[src/rtl/mult_pkg.sv]
// Shared types and helpers for the sequential multiplier.
// Holds the FSM state encoding and the result latency formula.
package mult_pkg;

   typedef enum logic [1:0] {
      IDLE = 2'd0,
      CALC = 2'd1,
      FIX  = 2'd2,
      DONE = 2'd3
   } mult_state_t;

   localparam int unsigned ZERO_LATENCY = 2;

   // Edges from the start-sampling edge to the edge that sees done high.
   function automatic int unsigned mult_latency(input int unsigned width,
                                                input int unsigned bits_per_cycle);
      return width / bits_per_cycle + 2;
   endfunction

endpackage

[src/rtl/mult_step.sv]
// One radix-2^BITS_PER_CYCLE accumulate step: acc + (|A| * B slice) << shift.
module mult_step #(
   parameter int unsigned WIDTH          = 32,
   parameter int unsigned BITS_PER_CYCLE = 1,
   parameter int unsigned SHIFT_W        = 6
) (
   input  logic [2*WIDTH-1:0]        acc,
   input  logic [WIDTH-1:0]          a_mag,
   input  logic [BITS_PER_CYCLE-1:0] b_slice,
   input  logic [SHIFT_W-1:0]        shift,
   output logic [2*WIDTH-1:0]        acc_next
);

   logic [2*WIDTH-1:0] partial;

   // Product of W and BITS_PER_CYCLE bits always fits in 2*WIDTH, so no truncation.
   always_comb begin
      partial  = {{WIDTH{1'b0}}, a_mag} * {{(2*WIDTH-BITS_PER_CYCLE){1'b0}}, b_slice};
      acc_next = acc + (partial << shift);
   end

endmodule

[src/rtl/seq_multiplier_unit.sv]
// Multi-cycle signed/unsigned multiplier with start/busy/done handshake.
// Works on magnitudes, then applies the sign in a separate FIX cycle.
module seq_multiplier_unit
   import mult_pkg::*;
#(
   parameter int unsigned WIDTH          = 32,
   parameter int unsigned BITS_PER_CYCLE = 1
) (
   input  logic             clock_signal,
   input  logic             reset_signal,
   input  logic             start_signal,
   input  logic             signed_multiplication,
   input  logic [WIDTH-1:0] multiplicand,
   input  logic [WIDTH-1:0] multiplier,
   output logic             busy_signal,
   output logic             done_signal,
   output logic [WIDTH-1:0] high_output,
   output logic [WIDTH-1:0] low_output
);

   localparam int unsigned STEPS = WIDTH / BITS_PER_CYCLE;
   localparam int unsigned CNT_W = $clog2(STEPS + 1);
   localparam int unsigned SH_W  = $clog2(2 * WIDTH);

   if (WIDTH % BITS_PER_CYCLE != 0) begin : g_bad_bits_per_cycle
      $error("BITS_PER_CYCLE must divide WIDTH");
   end

   mult_state_t        state_q, state_d;
   logic [CNT_W-1:0]   count_q, count_d;
   logic [SH_W-1:0]    shift_q, shift_d;
   logic [WIDTH-1:0]   a_mag_q, a_mag_d;
   logic [WIDTH-1:0]   b_mag_q, b_mag_d;
   logic [2*WIDTH-1:0] acc_q, acc_d;
   logic               neg_q, neg_d;
   logic               busy_q, busy_d;
   logic               done_q, done_d;
   logic [WIDTH-1:0]   high_q, high_d;
   logic [WIDTH-1:0]   low_q, low_d;

   logic [2*WIDTH-1:0] acc_step;
   logic [2*WIDTH-1:0] fixed;
   logic               accept;

   mult_step #(
      .WIDTH          (WIDTH),
      .BITS_PER_CYCLE (BITS_PER_CYCLE),
      .SHIFT_W        (SH_W)
   ) u_step (
      .acc      (acc_q),
      .a_mag    (a_mag_q),
      .b_slice  (b_mag_q[BITS_PER_CYCLE-1:0]),
      .shift    (shift_q),
      .acc_next (acc_step)
   );

   // DONE also accepts so a new operation can start on the edge that leaves it.
   assign accept = start_signal && (state_q == IDLE || state_q == DONE);
   assign fixed  = neg_q ? -acc_q : acc_q;

   always_comb begin
      state_d = state_q;
      count_d = count_q;
      shift_d = shift_q;
      a_mag_d = a_mag_q;
      b_mag_d = b_mag_q;
      acc_d   = acc_q;
      neg_d   = neg_q;
      high_d  = high_q;
      low_d   = low_q;

      case (state_q)
         CALC: begin
            acc_d   = acc_step;
            b_mag_d = b_mag_q >> BITS_PER_CYCLE;
            count_d = count_q - CNT_W'(1);
            shift_d = shift_q + SH_W'(BITS_PER_CYCLE);
            if (count_q == CNT_W'(1)) state_d = FIX;
         end
         FIX: begin
            high_d  = fixed[2*WIDTH-1:WIDTH];
            low_d   = fixed[WIDTH-1:0];
            state_d = DONE;
         end
         DONE:    state_d = IDLE;
         default: state_d = IDLE;
      endcase

      if (accept) begin
         a_mag_d = (signed_multiplication && multiplicand[WIDTH-1]) ? -multiplicand
                                                                    : multiplicand;
         b_mag_d = (signed_multiplication && multiplier[WIDTH-1]) ? -multiplier : multiplier;
         neg_d   = signed_multiplication && (multiplicand[WIDTH-1] ^ multiplier[WIDTH-1]);
         acc_d   = '0;
         count_d = CNT_W'(STEPS);
         shift_d = '0;
         state_d = (multiplicand == '0 || multiplier == '0) ? FIX : CALC;
      end

      busy_d = (state_d != IDLE);
      done_d = (state_d == DONE);
   end

   always_ff @(posedge clock_signal) begin
      if (reset_signal) begin
         state_q <= IDLE;
         count_q <= '0;
         shift_q <= '0;
         a_mag_q <= '0;
         b_mag_q <= '0;
         acc_q   <= '0;
         neg_q   <= 1'b0;
         busy_q  <= 1'b0;
         done_q  <= 1'b0;
         high_q  <= '0;
         low_q   <= '0;
      end else begin
         state_q <= state_d;
         count_q <= count_d;
         shift_q <= shift_d;
         a_mag_q <= a_mag_d;
         b_mag_q <= b_mag_d;
         acc_q   <= acc_d;
         neg_q   <= neg_d;
         busy_q  <= busy_d;
         done_q  <= done_d;
         high_q  <= high_d;
         low_q   <= low_d;
      end
   end

   assign busy_signal = busy_q;
   assign done_signal = done_q;
   assign high_output = high_q;
   assign low_output  = low_q;

endmodule

[config.mk]
export PLATFORM = sky130hd
export DESIGN_NAME = seq_multiplier_unit
export DESIGN_NICKNAME = d
export VERILOG_FILES = /design/src/rtl/mult_pkg.sv /design/src/rtl/mult_step.sv /design/src/rtl/seq_multiplier_unit.sv
export SDC_FILE = /design/constraint.sdc
export NUM_CORES = 1
export LEC_CHECK = 0
export CAP_MARGIN = 20
export CORE_MARGIN = 3
export CORE_UTILIZATION = 47
export DETAILED_ROUTE_END_ITERATION = 10
export PLACE_DENSITY = 0.78
export SYNTH_ARGS = -nofsm -noshare
export SYNTH_HDL_FRONTEND = slang
export SYNTH_HIERARCHICAL = 1
export SYNTH_SLANG_ARGS = --single-unit
export TNS_END_PERCENT = 100
[constraint.sdc]
create_clock -name clock_signal -period 5.1 [get_ports clock_signal]
set_clock_uncertainty 0.15 [all_clocks]
set_input_delay 1.02 -clock clock_signal [delete_from_list [all_inputs] [get_ports clock_signal]]
set_output_delay 1.02 -clock clock_signal [all_outputs]
set_load 0.1 [all_outputs]
==> impl_results.md <==
- First drt pass iteration count: 5
- Fraction of registers with async set/reset: 0%
- Max incr delay on CP: 0.39 ns
- GPL Wtd Cong: 0.997
- Initial antenna violation count: 0
- Vias in the first global route: 16,832
- GRT Total Usage: 29.8%
- CP max FO: 10
- Die ar.: 38,800 sq um
- Final antenna-violating net count: 0
- Starting Density: 48.0%
- Vias/cell: 6.29
- Core footprint: 35,700 sq um
- Post-DP Area: 19,600 sq um
- CTS Buf Count: 25
- CP Launch Type: flop
- Slew Limit Fails: 0
- Clk root buf: clkbuf_16
- Cell family with the largest share of critical-path delay: simple AND/OR/NAND/NOR gates
- Diode count: 0
- Routed wire length: 60,100 um
- Slowest cell on crit path: dfxtp_4
- CTS tree: built
- Clock Sinks: 209
- Leakage Power: 0.00811 uW
- Period utilization: 95.7%
- Worst path cell trace: buf_12, mux2_2, nor2_1, or3_1, nor2_1, nor2_2, mux2i_1, nor3b_1, buf_4, ha_1, nand4_1, or3_1, a311oi_2, nor2_2, o21ba_4, buf_4, o311ai_4, a21bo_4, a211oi_2, xnor2_1, mux2i_1, nor2_1
- Slew margin rel.: 26.7%
- Worst Path Required: 5.39 ns
- Io pins: 134
- Yosys synthesis warning count: 6
- Hold buffers post-CTS: 0
- HP Start: low_output[18]
- DRC Markers: 0
- Final hold violation count: 0
- Post-synth EDFFs: 0
- Clock latency on the worst-skew pair: 0.56 ns
- Max VDD drop: 209 uV
- Post-Syn Area: 17,200 sq um
- Die X: 197 um
- Setup violators final: 0
- DR iter-0 viols: 1,361
- Pwr Density: 205 nW/um^2
- DR vias: 17,932
- Largest net degree at the start of global routing: 81
- Row cnt: 69
- Endpoint class of the critical path: flop
- Area Growth Syn to Fin: 19.8%
- Hold Slack: 0.302 ns
- Synth Area per Inst: 7.68 sq um
- Crit path time final: 4.88 ns
- CTS Buffer Depth: 3
- PortBufs: 133
- Critical Path Most Common Cell: nor2_1
- Worst reg2reg startpoint: shift_q[0]
- #FFs+latches synth: 209
- Drt wl/cell: 21.1 um
- Worst-margin pin slew: 1.10 ns
- Layout cells sized above 1: 11.7%
- Filler cell count: 3,386
- Final HPWL DP: 46,700 um
- Utilization of the core after routing: 57.5%
- First-pass GRT wire length: 93,700 um
- CTS clk-pin slew, worst paths: 0.06 ns
- Syn Inst Count: 2,235
- Post-Layout Cell Count: 2,852
- Die height: 197 um
- WP buf/inv: 3
- Max cap viols: 0
- Top FF cell, synth: dfxtp_1
- CP Class: reg2reg
- Register area share after synthesis: 24.4%
- Remaining global-route overflow: 0
- CP arrival: 5.17 ns
- Max Freq: 205 MHz
- Syn_nets: 2,377
- Distinct cells, synth: 92
- Status: complete, no violations
- Fin area: 20,600 sq um
- Final net count: 2,517
- Min-Delay Path Class: reg2reg
- Final TNS setup: 0 ns
- Number of H-tree levels: 1
- Critical Path Start: shift_q[0]
- Inst Count DP: 2,804
-- flip-flops by register name, summed over array words and instances (netlist names) --
signal / flops
acc_q: 64
a_mag_q: 32
b_mag_q: 32
high_output: 32
low_output: 32
count_q: 6
shift_q: 6
state_q: 2
busy_signal: 1
done_signal: 1
neg_q: 1
-- final cells by class --
| class | count | area [sq um] | share of cell area (%) |
|---|---|---|---|
| Clock inverter | 7 | 104 | 0.505 |
| Multi-Input combinational cell | 1821 | 12300 | 59.8 |
| Tap cell | 461 | 577 | 2.81 |
| Timing Repair Buffer | 276 | 2490 | 12.1 |
| Inverter | 42 | 158 | 0.767 |
| Clock buffer | 36 | 747 | 3.63 |
| Sequential cell | 209 | 4190 | 20.4 |
-- power breakdown --
group | total, uW | switching [uW] | leakage, uW | internal [uW]
Combinational | 629 | 365 | 0.00598 | 265
Sequential | 1730 | 49.9 | 0.00170 | 1680
Clock | 1840 | 729 | 0.000423 | 1120
Total | 4210 | 1140 | 0.00811 | 3060
-- cell usage after synthesis, types with 18 or more instances --
cell	number	area share, %
ha_1	73	5.3
o211ai_1	18	0.79
nand4_1	37	1.3
nor2b_1	28	1.0
a21o_1	34	1.5
dfxtp_1	209	24
inv_1	41	0.90
or3_1	25	0.91
a31oi_1	36	1.3
and2_1	24	0.87
nor3_1	43	1.3
xnor2_1	76	3.9
a21oi_1	137	4.0
buf_1	30	0.66
o31ai_1	20	0.87
clkbuf_1	116	2.5
nor2_1	276	6.0
o21ai_0	151	4.4
mux2i_1	136	7.9
nor4_1	30	1.1
nand2b_1	18	0.66
o22ai_1	31	1.1
a211oi_1	57	2.5
nand2_1	184	4.0
xor2_1	72	3.7
nand3_1	57	1.7
-- tightest hold or removal path, stage by stage, from the launching register on --
cell and delay, ns:
dfxtp_1 0.32, nand2_1 0.05, o21ai_0 0.05
-- path summary, 6_finish.rpt --
kind,slack (ns),cells past startpoint,endpoint
worst min register to register,0.30,2,low_output[18]
worst max-delay path,0.22,22,acc_q[61]
worst min-delay path,0.30,2,low_output[18]
worst max register to register,0.22,22,acc_q[61]
-- layer usage --
layer | GRT usage, % | wire [um] | part of all wire [%] | vias up
met3 | 3.72 | 3750 | 6.2 | 149
met2 | 51.2 | 28300 | 47 | 770
li1 | - | - | - | 8514
met5 | 0 | 0 | 0 | -
met1 | 37.9 | 25200 | 42 | 8499
met4 | 12.6 | 2860 | 4.8 | 0
-- cells by family after synthesis --
kind of cell,count (synthesis),synth area share [%]
buffers and inverters,205,4.69
multiplexers,163,10.4
AND/OR/NAND/NOR,815,23.8
XOR/XNOR,148,7.55
flip-flops,209,24.4
AO/OA/AOI/OAI,621,23.7
adder cells (fa/ha/maj),74,5.44
-- stage by stage --
step / setup slack, ns / power [uW]
finish: 0.220 / 4210
global route: -0.00901 / 4350
CTS: 0.0121 / 4220
detailed placement: 0.0354 / 2380
global placement: 0.0813 / 2360
floorplan: 0.126 / 2150
-- cell usage in the layout, fill, tap and decap left out, types with 16 or more instances in the layout --
| cell | synthesis | layout |
|---|---|---|
| inv_1 | 41 | 41 |
| a21oi_1 | 137 | 133 |
| clkdlybuf4s50_1 | 0 | 132 |
| a31oi_1 | 36 | 34 |
| or4_1 | 16 | 16 |
| nor3_1 | 43 | 43 |
| o211ai_1 | 18 | 18 |
| o21ai_0 | 151 | 139 |
| nand3_1 | 57 | 57 |
| o22ai_1 | 31 | 30 |
| nor4_1 | 30 | 29 |
| o31ai_1 | 20 | 19 |
| and2_1 | 24 | 22 |
| mux2_2 | 16 | 16 |
| a211oi_1 | 57 | 57 |
| xor2_1 | 72 | 72 |
| nand2b_1 | 18 | 17 |
| nand2_1 | 184 | 183 |
| nor2_1 | 276 | 274 |
| nor2b_1 | 28 | 28 |
| a21o_1 | 34 | 34 |
| xnor2_1 | 76 | 76 |
| or3_1 | 25 | 25 |
| nand4_1 | 37 | 37 |
| and3_1 | 16 | 16 |
| mux2i_1 | 136 | 132 |
| buf_4 | 3 | 135 |
| dfxtp_1 | 209 | 208 |
| clkbuf_16 | 0 | 25 |
| ha_1 | 73 | 70 |
-- repair_timing --
item,4_1_cts,5_1_grt
resized for setup,0,35
setup endpoints to repair,0,20
setup buffers,0,4
Note: power is estimated with default switching activity, not from simulation.
